--- src/rtl/crc4_bank_builder_if.sv ---
// crc4_bank_builder_if: word input handshake and parallel bank output bundle
// for crc4_bank_builder. The err_inject signal exists only when
// CRC4_ERR_INJECT_EN is defined.
interface crc4_bank_builder_if #(
   parameter int NSLOT = 16,
   parameter int DW    = 64,
   parameter int CW    = 4
);
   logic                  in_valid;
   logic                  in_ready;
   logic [DW-1:0]         in_data;
   logic                  bank_valid;
   logic                  bank_ack;
   logic [NSLOT*DW-1:0]   data_bus;
   logic [NSLOT*CW-1:0]   crc_bus;
   logic [4:0]            slot_count;
`ifdef CRC4_ERR_INJECT_EN
   logic                  err_inject;

   modport master (output in_valid, in_data, bank_ack, err_inject,
                   input  in_ready, bank_valid, data_bus, crc_bus, slot_count);
   modport slave  (input  in_valid, in_data, bank_ack, err_inject,
                   output in_ready, bank_valid, data_bus, crc_bus, slot_count);
`else
   modport master (output in_valid, in_data, bank_ack,
                   input  in_ready, bank_valid, data_bus, crc_bus, slot_count);
   modport slave  (input  in_valid, in_data, bank_ack,
                   output in_ready, bank_valid, data_bus, crc_bus, slot_count);
`endif
endinterface

--- src/rtl/crc4_bank_builder.sv ---
// crc4_bank_builder: accepts 64-bit words, computes CRC-4 (x^4+x+1, init 0,
// MSB first) one nibble per cycle, and collects 16 word/CRC pairs into a
// bank that is presented in parallel until acknowledged.
// Optional feature: define CRC4_ERR_INJECT_EN to add err_inject, which
// inverts bit 0 of the stored CRC for the word accepted with it set.
module crc4_bank_builder #(
   parameter int NSLOT = 16,
   parameter int DW    = 64,
   parameter int CW    = 4
) (
   input  logic                clock,
   input  logic                reset,
   crc4_bank_builder_if.slave  bus
);

   localparam int              NIB       = 4;
   localparam int              NNIB      = DW / NIB;
   localparam logic [3:0]      LAST_NIB  = 4'(NNIB - 1);
   localparam logic [4:0]      LAST_SLOT = 5'(NSLOT - 1);
   localparam logic [CW-1:0]   POLY      = 4'h3;

   localparam logic [1:0] IDLE = 2'd0;
   localparam logic [1:0] CALC = 2'd1;
   localparam logic [1:0] FULL = 2'd2;

   logic [1:0]                 state;
   logic [DW-1:0]              shreg;
   logic [CW-1:0]              crc;
   logic [3:0]                 nib_cnt;
   logic [4:0]                 count;
   logic [NSLOT-1:0][DW-1:0]   data_q;
   logic [NSLOT-1:0][CW-1:0]   crc_q;
   logic [CW-1:0]              crc_next;
   logic [CW-1:0]              crc_store;
   logic [DW-1:0]              shreg_rot;

   // Fold one nibble into the CRC, MSB bit first.
   function automatic logic [CW-1:0] fold_nibble(input logic [CW-1:0] c,
                                                 input logic [NIB-1:0] nib);
      logic [CW-1:0] r;
      r = c;
      for (int b = NIB - 1; b >= 0; b--) begin
         if (r[CW-1] ^ nib[b])
            r = {r[CW-2:0], 1'b0} ^ POLY;
         else
            r = {r[CW-2:0], 1'b0};
      end
      return r;
   endfunction

   // The shift register rotates, so after the 16th nibble it holds the
   // original word again and can be stored directly.
   assign shreg_rot = {shreg[DW-NIB-1:0], shreg[DW-1 -: NIB]};
   assign crc_next  = fold_nibble(crc, shreg[DW-1 -: NIB]);

`ifdef CRC4_ERR_INJECT_EN
   logic err_q;
   assign crc_store = crc_next ^ {{(CW-1){1'b0}}, err_q};
`else
   assign crc_store = crc_next;
`endif

   assign bus.in_ready   = (state == IDLE) && !reset;
   assign bus.bank_valid = (state == FULL);
   assign bus.slot_count = count;
   assign bus.data_bus   = data_q;
   assign bus.crc_bus    = crc_q;

   // Control FSM, serial CRC datapath and bank storage.
   always_ff @(posedge clock) begin
      // NOTE: state is updated with non-blocking assignments so every
      // register samples pre-edge values regardless of statement order.
      if (reset) begin
         state   <= IDLE;
         shreg   <= '0;
         crc     <= '0;
         nib_cnt <= '0;
         count   <= '0;
         // NOTE: the bank is cleared on reset because it is directly visible
         // on data_bus/crc_bus; a stale bank must never be observed.
         data_q  <= '0;
         crc_q   <= '0;
`ifdef CRC4_ERR_INJECT_EN
         err_q   <= 1'b0;
`endif
      end else begin
         case (state)
            IDLE: begin
               if (bus.in_valid) begin
                  shreg   <= bus.in_data;
                  crc     <= '0;
                  nib_cnt <= '0;
`ifdef CRC4_ERR_INJECT_EN
                  err_q   <= bus.err_inject;
`endif
                  state   <= CALC;
               end
            end
            CALC: begin
               crc     <= crc_next;
               shreg   <= shreg_rot;
               nib_cnt <= nib_cnt + 4'd1;
               if (nib_cnt == LAST_NIB) begin
                  data_q[count[3:0]] <= shreg_rot;
                  crc_q[count[3:0]]  <= crc_store;
                  count              <= count + 5'd1;
                  state              <= (count == LAST_SLOT) ? FULL : IDLE;
               end
            end
            FULL: begin
               if (bus.bank_ack) begin
                  count <= '0;
                  state <= IDLE;
               end
            end
            default: state <= IDLE;
         endcase
      end
   end

endmodule

--- src/flat_wrapper.sv ---
// flat-port wrapper written by rule: the top's interface ports become plain ports
module crc4_bank_builder_flat 
#(
   parameter int NSLOT = 16,
   parameter int DW    = 64,
   parameter int CW    = 4
)
  (clock, reset, bus_in_valid, bus_in_data, bus_bank_ack, bus_in_ready, bus_bank_valid, bus_data_bus, bus_crc_bus, bus_slot_count);
  crc4_bank_builder_if #(.NSLOT(NSLOT), .DW(DW), .CW(CW)) bus_i ();
  input  logic clock;
  input  logic reset;
  input wire logic [$bits(bus_i.in_valid)-1:0] bus_in_valid;
  input wire logic [$bits(bus_i.in_data)-1:0] bus_in_data;
  input wire logic [$bits(bus_i.bank_ack)-1:0] bus_bank_ack;
  output wire logic [$bits(bus_i.in_ready)-1:0] bus_in_ready;
  output wire logic [$bits(bus_i.bank_valid)-1:0] bus_bank_valid;
  output wire logic [$bits(bus_i.data_bus)-1:0] bus_data_bus;
  output wire logic [$bits(bus_i.crc_bus)-1:0] bus_crc_bus;
  output wire logic [$bits(bus_i.slot_count)-1:0] bus_slot_count;
  assign bus_i.in_valid = bus_in_valid;
  assign bus_i.in_data = bus_in_data;
  assign bus_i.bank_ack = bus_bank_ack;
  assign bus_in_ready = bus_i.in_ready;
  assign bus_bank_valid = bus_i.bank_valid;
  assign bus_data_bus = bus_i.data_bus;
  assign bus_crc_bus = bus_i.crc_bus;
  assign bus_slot_count = bus_i.slot_count;
  crc4_bank_builder #(.NSLOT(NSLOT), .DW(DW), .CW(CW)) u_core (.clock(clock), .reset(reset), .bus(bus_i));
endmodule
--- config.mk ---
export PLATFORM = sky130hd
export DESIGN_NAME = crc4_bank_builder_flat
export DESIGN_NICKNAME = d
export VERILOG_FILES = /design/src/rtl/crc4_bank_builder_if.sv /design/src/rtl/crc4_bank_builder.sv /design/src/flat_wrapper.sv
export SDC_FILE = /design/constraint.sdc
export NUM_CORES = 2
export LEC_CHECK = 0
export CORE_AREA = 2 2 450 452
export DETAILED_ROUTE_END_ITERATION = 10
export DIE_AREA = 0 0 452 454
export PLACE_DENSITY_LB_ADDON = 0.1
export SYNTH_ARGS = -nofsm -noshare
export SYNTH_HDL_FRONTEND = slang
export SYNTH_SLANG_ARGS = --single-unit
export TNS_END_PERCENT = 10
--- constraint.sdc ---
create_clock -name clock -period 2.05 [get_ports clock]
set_clock_uncertainty 0.1 [all_clocks]
set_input_delay 0.5125 -clock clock [delete_from_list [all_inputs] [get_ports clock]]
set_output_delay 0.5125 -clock clock [all_outputs]
set_load 0.01 [all_outputs]
==> metrics.md <==
| Metric | Value |
|---|---|
| DRT antenna net count | 0 |
| Chip height | roughly 450 um |
| Peak Freq | 456.8 MHz |
| Nets | around 6.6k |
| Synthesized area per cell | ~7.7 um^2 |
| Sequential area share after synthesis | between 50% and 60% |
| CTS clock-pin slew for the worst setup and hold paths | about 0.060 ns |
| Via-to-Cell Ratio | 4.454 |
| Crit path arrival time | about 1.6 ns |
| RSZ-0062 raised after global routing | true |
| Clk buf depth | 3 |
| Metal-1 WL | a little over 100000 um |
| Die Wd | 452 um |
| Routed length per instance | between 20 and 30 um |
| Register share of total power | 44.0% |
| CP Max Fanout | 4 |
| Element type at the critical path end | output pin |
| Top cells by area, synth | dfxtp_1, nand2_1, a21oi_1, clkbuf_1, nor2_1 |
| Area leader, netlist | dfxtp_1 |
| Max-cap violations | 0 |
| Failing checks | negative setup slack |
| Max-slew headroom | between 20% and 30% |
| CTS H-tree depth | 4 |
| Outcome | complete, but fails checks |
| P&R area growth vs syn | 47.83% |
| CTS root buf | clkbuf_16 |
| Metal3 WL | approximately 17000 um |
| Most frequent cells after synthesis | nand2_1, dfxtp_1, a21oi_1, clkbuf_1, nor2_1 |
| Vias in the first global route | approximately 39k |
| Post-synth design cell area | 41790 um^2 |
| DRC viols | 0 |
| Power Dens Cells | ~850 nW/um^2 |
| Core area | around 200000 um^2 |
| Comb power frac | 6.5% |
| Top_reg_cell synth | dfxtp_1 |
| Worst EP required | approximately 1.4 ns |
| Core Rows | about 170 |
| Total number of vias | just over 40k |
| Hold Vio Cnt, Final | 0 |
| Clock sink count | approximately 1.2k |
| Final WS setup | -0.1392 ns |
| Crit path time final | about 2.2 ns |
| Initial Utilization | 20.80% |
| Placed cell count | between 8k and 9k |
| Top Metal Used | met4 |
| DR pass1 iterations | 7 |
| Max VDD drop | 0.7866 mV |
| Critical path launch point type | register |
| Sw Ratio | a little over a quarter |
| Ports | between 1k and 1.5k |
| Largest net degree at the start of global routing | 196 |
| Final wirelength | 256500 um |
| Kind of critical path | reg -> out |
| Distinct cells, synth | 45 |
| Clock network power share | 49.5% |
| Final Slew Violations | 0 |
| HPWL Detailed | 177300 um |
| DR WL met2 | between 100000 and 150000 um |
| Async SR Flop Fraction | 0% |
| GP Congestion | slightly above 0.8 |
| First DRT Iteration DRCs | between 3k and 4k |
| Die ar. | slightly above 200000 um^2 |
| Initial antenna violation count | 37 |
| Switch Pwr | between 10 and 15 mW |
| CTS tree | built |
| Cell Count, Final, Fillers Out | about 9.3k |
| Number of synthesized flops with an enable pin | 0 |
| FF+latch count, synth | about 1.2k |
| Hold Startpoint | reset |
| Pleak | 25.32 nW |
| Cell with the most instances after synthesis | nand2_1 |
| Final Util | a little under a third |
| Final setup fails | approximately 360 |
| Post-Synthesis Net Count | 5472 |
| Hold_ws | 0.09263 ns |
| Crit path from | u_core.state[1]$_SDFFE_PP0P_ |
| IO buf count | around 1.2k |
| Global route overflow | 0 |
| Share of post-route cells with drive strength above 1 | ~18% |
| GR Util All Layers | ~23% |
| Ys Warns | 0 |
| Worst R2R Start | u_core.state[1]$_SDFFE_PP0P_ |
| Worst slew pin tran | ~1.1 ns |
| Worst-Skew Late Latency | about 0.81 ns |
| CTS Buf Count | between 100 and 150 |
| Cells after Synth | between 5k and 6k |
| Hold crit path type | in -> reg |
| Int Pwr | ~40 mW |
| Fin crit share | 106.8% |
| First-pass GRT wire length | about 330000 um |
| Synth top area share | 55.91% |
timing repair:
action | 4_1_cts | 5_1_grt
hold endpoints to repair | 6 | 0
resized for setup | 1779 | 725
gates cloned | 1 | 24
pin swaps | 1 | 26
endpoints found under the setup margin | 1104 | 1797
hold buffers | 2 | 0
setup buffers | 7 | 26
final cells by class:
class | instances | area [um^2]
fillers | 21590 | 139100
flip-flops and latches | 1167 | 23460
multi-input cells | 3702 | 16690
repair buffers | 1477 | 13460
clock buffers | 223 | 4400
well taps | 2672 | 3343
clock inverters | 36 | 360.3
diodes | 16 | 40.04
inverters | 5 | 18.77
metal layers:
metal / vias up / global-route usage (%)
met3: 353 / 6.002
met1: 20110 / 27.76
met4: 0 / 8.408
met5: - / 0
li1: 19560 / -
met2: 1384 / 39.81
placed cells by master (no fill, tap or decap), types with 62 or more instances in the layout:
cell             instances
a211oi_1                62
a21oi_1               1060
buf_12                 156
buf_2                  115
buf_4                  160
clkbuf_16              170
clkbuf_2               312
clkdlybuf4s50_1         65
dfxtp_1               1113
dlygate4sd2_1          617
nand2_1               2033
nor2_1                 266
nor2b_1                 64
nor3_1                  67
per-stage QoR:
stage	area, um^2	setup WS, ns	setup TNS, ns	total power [mW]
6_report	61780	-0.1392	-7.669	52.67
3_3_place_gp	58550	-0.02245	-0.05398	27.17
4_1_cts	61690	-0.2302	-98.89	53.45
3_5_place_dp	58550	-0.008484	-0.008484	27.17
5_1_grt	61760	-0.2179	-55.41	54.42
2_1_floorplan	41790	0.06706	0	24.80
power by group through the flow:
stage / sequential (mW) / clock [mW] / combinational [mW]
after floorplan: 23.3 / 0 / 1.47
after global placement: 23.7 / 0 / 3.47
after detailed placement: 23.7 / 0 / 3.46
after CTS: 23.2 / 26.8 / 3.49
after global routing: 23.2 / 27.6 / 3.61
final: 23.2 / 26.1 / 3.43
final timing paths:
path	endpoint	slack [ns]	cells after the start
worst max-delay path	bus_bank_valid	-0.14	3
worst min register to register	u_core.bus.data_bus[279]$_SDFFE_PP0P_	0.35	2
worst max register to register	u_core.bus.data_bus[164]$_SDFFE_PP0P_	-0.10	8
worst min-delay path	u_core.bus.data_bus[92]$_SDFFE_PP0P_	0.09	3
registers in the layout, indices dropped and copies added, names as in the netlist:
| signal | cells |
|---|---|
| u_core.bus.slot_count | 5 |
| u_core.state | 2 |
| u_core.bus.crc_bus | 64 |
| u_core.crc | 4 |
| u_core.bus.data_bus | 1024 |
| u_core.shreg | 64 |
| u_core.nib_cnt | 4 |
kinds of logic after synthesis:
family	Yosys count	synth area share, %
and+or+nand+nor	2516	23.79
adders and majority gates	6	0.1796
buffers and inverters	529	5.333
DFF	1167	55.91
AOI/OAI and AO/OA	1167	14.42
muxes	2	0.05389
xor gates and xnor gates	11	0.3174
worst max-delay path, cell delays in order (launching register included):
cell	delay (ns)
dfxtp_4	0.36
buf_12	0.11
nor2b_4	0.17
buf_12	0.13
(Power assumes the default switching activity.)
